**src/rtl/mouse_pkg.sv**
```systemverilog
// Shared types and constants for the mouse-driven grid painter.
// Grid geometry, address width and controller state encoding.
package mouse_pkg;

  localparam int GRID_W     = 10;
  localparam int GRID_H     = 10;
  localparam int GRID_CELLS = GRID_W * GRID_H;
  localparam int ADDR_W     = 7;

  typedef enum logic [1:0] {
    IDLE  = 2'd0,
    PAINT = 2'd1,
    CLEAR = 2'd2
  } state_e;

endpackage

```
**src/rtl/btn_edge.sv**
```systemverilog
// Button conditioner: two-flop synchronizer followed by a
// rising-edge detector that yields a one-cycle press pulse.
module btn_edge (
  input  logic clk,
  input  logic reset_n,
  input  logic btn_i,
  output logic press_o
);

  logic sync1_q, sync1_d;
  logic sync2_q, sync2_d;
  logic prev_q, prev_d;

  // next values: shift the raw button down the sync chain
  always_comb begin
    sync1_d = btn_i;
    sync2_d = sync1_q;
    prev_d  = sync2_q;
  end

  // synchronizer and edge-history flops
  always_ff @(posedge clk or negedge reset_n) begin
    if (!reset_n) begin
      sync1_q <= 1'b0;
      sync2_q <= 1'b0;
      prev_q  <= 1'b0;
    end else begin
      sync1_q <= sync1_d;
      sync2_q <= sync2_d;
      prev_q  <= prev_d;
    end
  end

  assign press_o = sync2_q & ~prev_q;

endmodule

```
**src/rtl/mouse_grid_ctrl.sv**
```systemverilog
// Grid RAM write controller: paints the cursor cell on left
// click, clears the whole grid on right click, drives motion LEDs.
module mouse_grid_ctrl #(
  parameter int GRID_W      = mouse_pkg::GRID_W,
  parameter int GRID_H      = mouse_pkg::GRID_H,
  parameter int MOTION_HOLD = 5_000_000
) (
  input  logic                        clk,
  input  logic                        reset_n,
  input  logic [3:0]                  bin_x,
  input  logic [3:0]                  bin_y,
  input  logic                        button_left,
  input  logic                        button_right,
  input  logic                        mem_gnt,
  output logic                        mem_req,
  output logic                        wr_en,
  output logic [mouse_pkg::ADDR_W-1:0] wr_addr,
  output logic                        wr_data,
  output logic                        busy,
  output logic                        clear_done,
  output logic                        motion_led,
  output logic                        idle_led
);

  import mouse_pkg::*;

  localparam int CELLS = GRID_W * GRID_H;
  localparam logic [ADDR_W-1:0] LAST = ADDR_W'(CELLS - 1);
  localparam int MW = $clog2(MOTION_HOLD + 1);

  logic press_l, press_r;

  btn_edge u_btn_l (
    .clk     (clk),
    .reset_n (reset_n),
    .btn_i   (button_left),
    .press_o (press_l)
  );

  btn_edge u_btn_r (
    .clk     (clk),
    .reset_n (reset_n),
    .btn_i   (button_right),
    .press_o (press_r)
  );

  state_e            state_q, state_d;
  logic [ADDR_W-1:0] addr_q, addr_d;
  logic              data_q, data_d;
  logic              pend_q, pend_d;
  logic              done_q, done_d;
  logic [3:0]        bx_q, bx_d;
  logic [3:0]        by_q, by_d;
  logic [MW-1:0]     cnt_q, cnt_d;

  logic [ADDR_W-1:0] cell_addr;
  logic              in_range;
  logic              moved;

  assign cell_addr = ADDR_W'(32'(bin_y) * GRID_W + 32'(bin_x));
  assign in_range  = (32'(bin_x) < GRID_W) && (32'(bin_y) < GRID_H);

  // controller next state: accept clicks, step the write sequence
  always_comb begin
    state_d = state_q;
    addr_d  = addr_q;
    data_d  = data_q;
    pend_d  = pend_q;
    done_d  = 1'b0;
    unique case (state_q)
      IDLE: begin
        if (press_r) begin
          state_d = CLEAR;
          addr_d  = '0;
          data_d  = 1'b0;
          pend_d  = 1'b0;
        end else if (press_l && in_range) begin
          state_d = PAINT;
          addr_d  = cell_addr;
          data_d  = 1'b1;
        end
      end
      PAINT: begin
        if (press_r) pend_d = 1'b1;
        if (mem_gnt) begin
          if (press_r || pend_q) begin
            state_d = CLEAR;
            addr_d  = '0;
            data_d  = 1'b0;
            pend_d  = 1'b0;
          end else begin
            state_d = IDLE;
          end
        end
      end
      CLEAR: begin
        pend_d = 1'b0;
        if (mem_gnt) begin
          if (addr_q == LAST) begin
            state_d = IDLE;
            done_d  = 1'b1;
          end else begin
            addr_d = addr_q + ADDR_W'(1);
          end
        end
      end
      default: state_d = IDLE;
    endcase
  end

  // motion detect: any bin change restarts the LED stretch
  always_comb begin
    bx_d  = bin_x;
    by_d  = bin_y;
    moved = (bin_x != bx_q) || (bin_y != by_q);
    if (moved)
      cnt_d = MW'(MOTION_HOLD);
    else if (cnt_q != '0)
      cnt_d = cnt_q - MW'(1);
    else
      cnt_d = '0;
  end

  // all controller and motion state
  always_ff @(posedge clk or negedge reset_n) begin
    if (!reset_n) begin
      state_q <= IDLE;
      addr_q  <= '0;
      data_q  <= 1'b0;
      pend_q  <= 1'b0;
      done_q  <= 1'b0;
      bx_q    <= '0;
      by_q    <= '0;
      cnt_q   <= '0;
    end else begin
      state_q <= state_d;
      addr_q  <= addr_d;
      data_q  <= data_d;
      pend_q  <= pend_d;
      done_q  <= done_d;
      bx_q    <= bx_d;
      by_q    <= by_d;
      cnt_q   <= cnt_d;
    end
  end

  assign busy       = (state_q != IDLE);
  assign mem_req    = busy;
  assign wr_en      = mem_req & mem_gnt;
  assign wr_addr    = addr_q;
  assign wr_data    = data_q;
  assign clear_done = done_q;
  assign motion_led = (cnt_q != '0);
  assign idle_led   = ~motion_led;

endmodule

```
**config.mk**
```make
export PLATFORM = sky130hd
export DESIGN_NAME = mouse_grid_ctrl
export DESIGN_NICKNAME = d
export VERILOG_FILES = /design/src/rtl/mouse_pkg.sv /design/src/rtl/btn_edge.sv /design/src/rtl/mouse_grid_ctrl.sv
export SDC_FILE = /design/constraint.sdc
export NUM_CORES = 1
export LEC_CHECK = 0
export ABC_AREA = 1
export ABC_CLOCK_PERIOD_IN_PS = 1330
export CORE_AREA = 3 3 78 98
export DETAILED_ROUTE_END_ITERATION = 6
export DIE_AREA = 0 0 81 101
export PLACE_DENSITY = 0.65
export SETUP_SLACK_MARGIN = 0.5
export SLEW_MARGIN = 25
export SYNTH_ARGS = -nofsm -noshare
export SYNTH_HDL_FRONTEND = slang
export SYNTH_HIERARCHICAL = 1
export SYNTH_SLANG_ARGS = --single-unit
export TNS_END_PERCENT = 100
```
**constraint.sdc**
```tcl
create_clock -name clk -period 1.33 [get_ports clk]
set_input_delay 0.399 -clock clk [delete_from_list [all_inputs] [get_ports clk]]
set_output_delay 0.399 -clock clk [all_outputs]
set_load 0.03 [all_outputs]
```
==> out/qor.yml <==
outcome: "finished, violations left"
violations: "negative hold slack, negative setup slack"
power_switching_mw: 2.573
drt_iter0_markers: 120
die_h_um: 101
synth_edf_count: 0
power.share.switching_pct: 38.57
pin_count: 27
crit_cells: 7
pwr-share-seq_pct: 27.3
seq_area_sq_um: 1237
crit_required_ps: 930
avgRoutedWirePerCell_um: 13.63
worstPathArrival_ps: 1520
skew_ps: 8.413
layout.cells.most_common: "nand2_1"
async_reset_ff_share_pct: 100.0
p_leak_nw: 2.476
worst-path-max-fanout: 3
clockPowerShare_pct: 16.8
grt_usage_pct: 22.65
fin_crit_ps: 1920
p_int_mw: 4.098
firstDrtPassIters: 4
rr_startpoint: "cnt_q[9]"
drive_above_1_share_pct: 49.21
finalSetupViolCount: 43
critPathTopFamily: "simple AND/OR/NAND/NOR gates"
vias: 3222
crit_path_end: "motion_led"
slowest_delay_ps: 400
syn_inst: 417
htreeDepth: 2
dieArea_sq_um: 8181
cpMaxStageDelayCell: "dfrtp_1"
grt_start_max_net_pins: 39
io_buffers: 26
grt_pass1_vias: 3287
placed_cells: 617
core_area_sq_um: 6892
mappedNetlistArea_sq_um: 3023
dp_hpwl_um: 5934
p_total_mw: 6.671
n_fill_cell: 481
reg2reg_slack_ps: -280
timing.rr.end: "cnt_q[15]"
seq_area_frac_synth_pct: 40.56
synth-main-ff-cell: "dfrtp_1"
clockBufferDepth: 2
drc: 0
critPathKind: "flop to output pin"
syn_to_final_growth_pct: 67.55
final_hold_viol_count: 11
cts_buffers: 5
vias_per_cell: 4.904
relSlewSlack_pct: 79.16
syn_area_per_cell_sq_um: 7.249
clockRootBuffer: "clkbuf_8"
synth_area_leaders: "dfrtp_1, nand2_1, nor2_1, inv_1, nand3_1"
place_ws_ps: -1180
initial_core_util_pct: 43.86
finalWirelength_um: 8953
syn_nets: 445
synth.distinct_cells: 28
ys_warn_count: 6
worst_ir_drop_vdd_mv: 0.9292
clock.fmax_mhz: 520.8
fin_nets: 594
clkSinkCount: 49
cts_tree: "built"
yosysTopAreaCellShare_pct: 40.56
maxSlewViolCount: 0
n_antenna_cell: 0
timing.hold.ws_ps: -28.23
hold_class: "input port to async pin"
die_x_um: 81
grt_pass1_wl_um: 14520
rows: 34
final_cell_mix: "nand2_1, buf_4, inv_1"
yosysTopAreaCell: "dfrtp_1"
multi_input_area_sq_um: 2102
start_kind: "flop"
worst_pin_slew_ps: 312.5
fin_crit_sh_pct: 144.4
ys_ff_latch: 49
crit_start: "cnt_q[9]"
pwr-share-comb_pct: 55.9
rsz0062_at_grt: "yes"
place.gp.congestion: 0.8561
cap_violations: 0
clk-insertion-delay-late_ps: 300
worstRegToRegCells: 8
crit_buf_inv: 2
path_clk_slew_ps: 90
setup_tns_ps: -8892
grt_overflow: 0
p_per_area_nw_per_um2: 1317
finalWorstSetupSlack_ps: -590.1
path_cells: "nor2_2 > nand2_2 > nor2_4 > nand2_2 > nor2_4 > inv_2 > buf_6"
finalNonFillerCells: 657
antenna_found_initial: 0
ant_nets: 0
setup.worst_path.end_class: "output pin"
## worst reg2reg max path, stage by stage (launching register included)
cell and delay (ps):
dfrtp_1 400, buf_4 140, buf_4 130, nor2_1 150
nand2_1 120, nor2_4 200, nand3_1 120, xor2_1 190
nor2_2 60
## power by group through the flow
| stage | sequential [mW] | clock [mW] | combinational (mW) |
|---|---|---|---|
| 3_5_place_dp | 1.87 | 0 | 2.62 |
| 2_1_floorplan | 2.05 | 0 | 1.46 |
| 5_1_grt | 1.84 | 1.20 | 4.01 |
| 4_1_cts | 1.81 | 1.16 | 3.53 |
| 3_3_place_gp | 1.86 | 0 | 2.56 |
| 6_report | 1.82 | 1.12 | 3.73 |
## flip-flops by register name (all words and copies together), names as in the netlist
name / flops
state_q: 2
u_btn_l/prev_q: 1
wr_addr: 7
u_btn_l/sync1_q: 1
cnt_q: 23
by_q: 4
clear_done: 1
wr_data: 1
pend_q: 1
u_btn_r/prev_q: 1
bx_q: 4
u_btn_r/prev_d: 1
u_btn_r/sync1_q: 1
u_btn_l/prev_d: 1
## synthesized netlist by cell type (2+ instances only)
cell type	count
ha_1	13
nand2_1	120
nand3b_1	4
nand2_2	2
xor2_1	4
nor2_2	12
o21ai_1	2
a21oi_1	6
inv_1	60
dfrtp_1	49
nand3_1	35
o21ai_0	10
nand4_1	5
xnor2_1	3
a21oi_2	3
nor2_1	68
nor2_4	2
fa_1	2
nor3_1	6
or2_2	3
## layer usage
metal	up-vias	wire (um)	global-route usage [%]
met5	-	0	0
li1	1594	-	-
met1	1508	3421	24.49
met4	0	291	8.453
met2	93	4963	43.07
met3	27	276	3.667
## through the flow
stage                     cell area (sq um)  util, %
after floorplan                        3268        -
after global placement                 4228    61.35
after detailed placement               4228    61.35
after CTS                              4866    70.61
after global routing                   5065    73.49
final                                  5065    73.49
## what timing repair did
| action | in CTS | in global routing |
|---|---|---|
| gates cloned | 1 | 0 |
| setup endpoints to repair | 55 | 49 |
| setup buffers | 24 | 7 |
| resized for setup | 118 | 39 |
| pin swaps | 33 | 33 |
| endpoints found under the hold margin | 11 | 11 |
## worst min path at each step
| stage | to | startpoint | slack (ps) | cells past startpoint |
|---|---|---|---|---|
| after floorplan | bx_q[0] | reset_n | 100 | 0 |
| after detailed placement | by_q[1] | reset_n | 310 | 1 |
| after CTS | cnt_q[9] | reset_n | -30 | 1 |
| after global placement | by_q[3] | reset_n | 300 | 1 |
| after global routing | by_q[1] | reset_n | -10 | 1 |
| final | by_q[1] | reset_n | -30 | 1 |
## kinds of logic (layout without fill, tap and decap cells)
logic type | count (synthesis) | in the layout | share of synthesized area [%]
compound gates | 23 | 23 | 4.346
xor+xnor | 7 | 7 | 2.028
fa+ha+maj | 15 | 15 | 6.705
buf+inv | 62 | 211 | 8.361
flops | 49 | 49 | 40.56
simple gates | 261 | 262 | 38.00
## layout make-up
cell class / count / area share [%]
multi-input combinational: 307 / 41.50
inverter: 60 / 4.694
sequential: 49 / 24.43
clock inverter: 1 / 0.5929
tap: 90 / 2.223
timing repair buffer: 143 / 24.85
clock buffer: 7 / 1.705
Power figures use the tool's default switching activity.
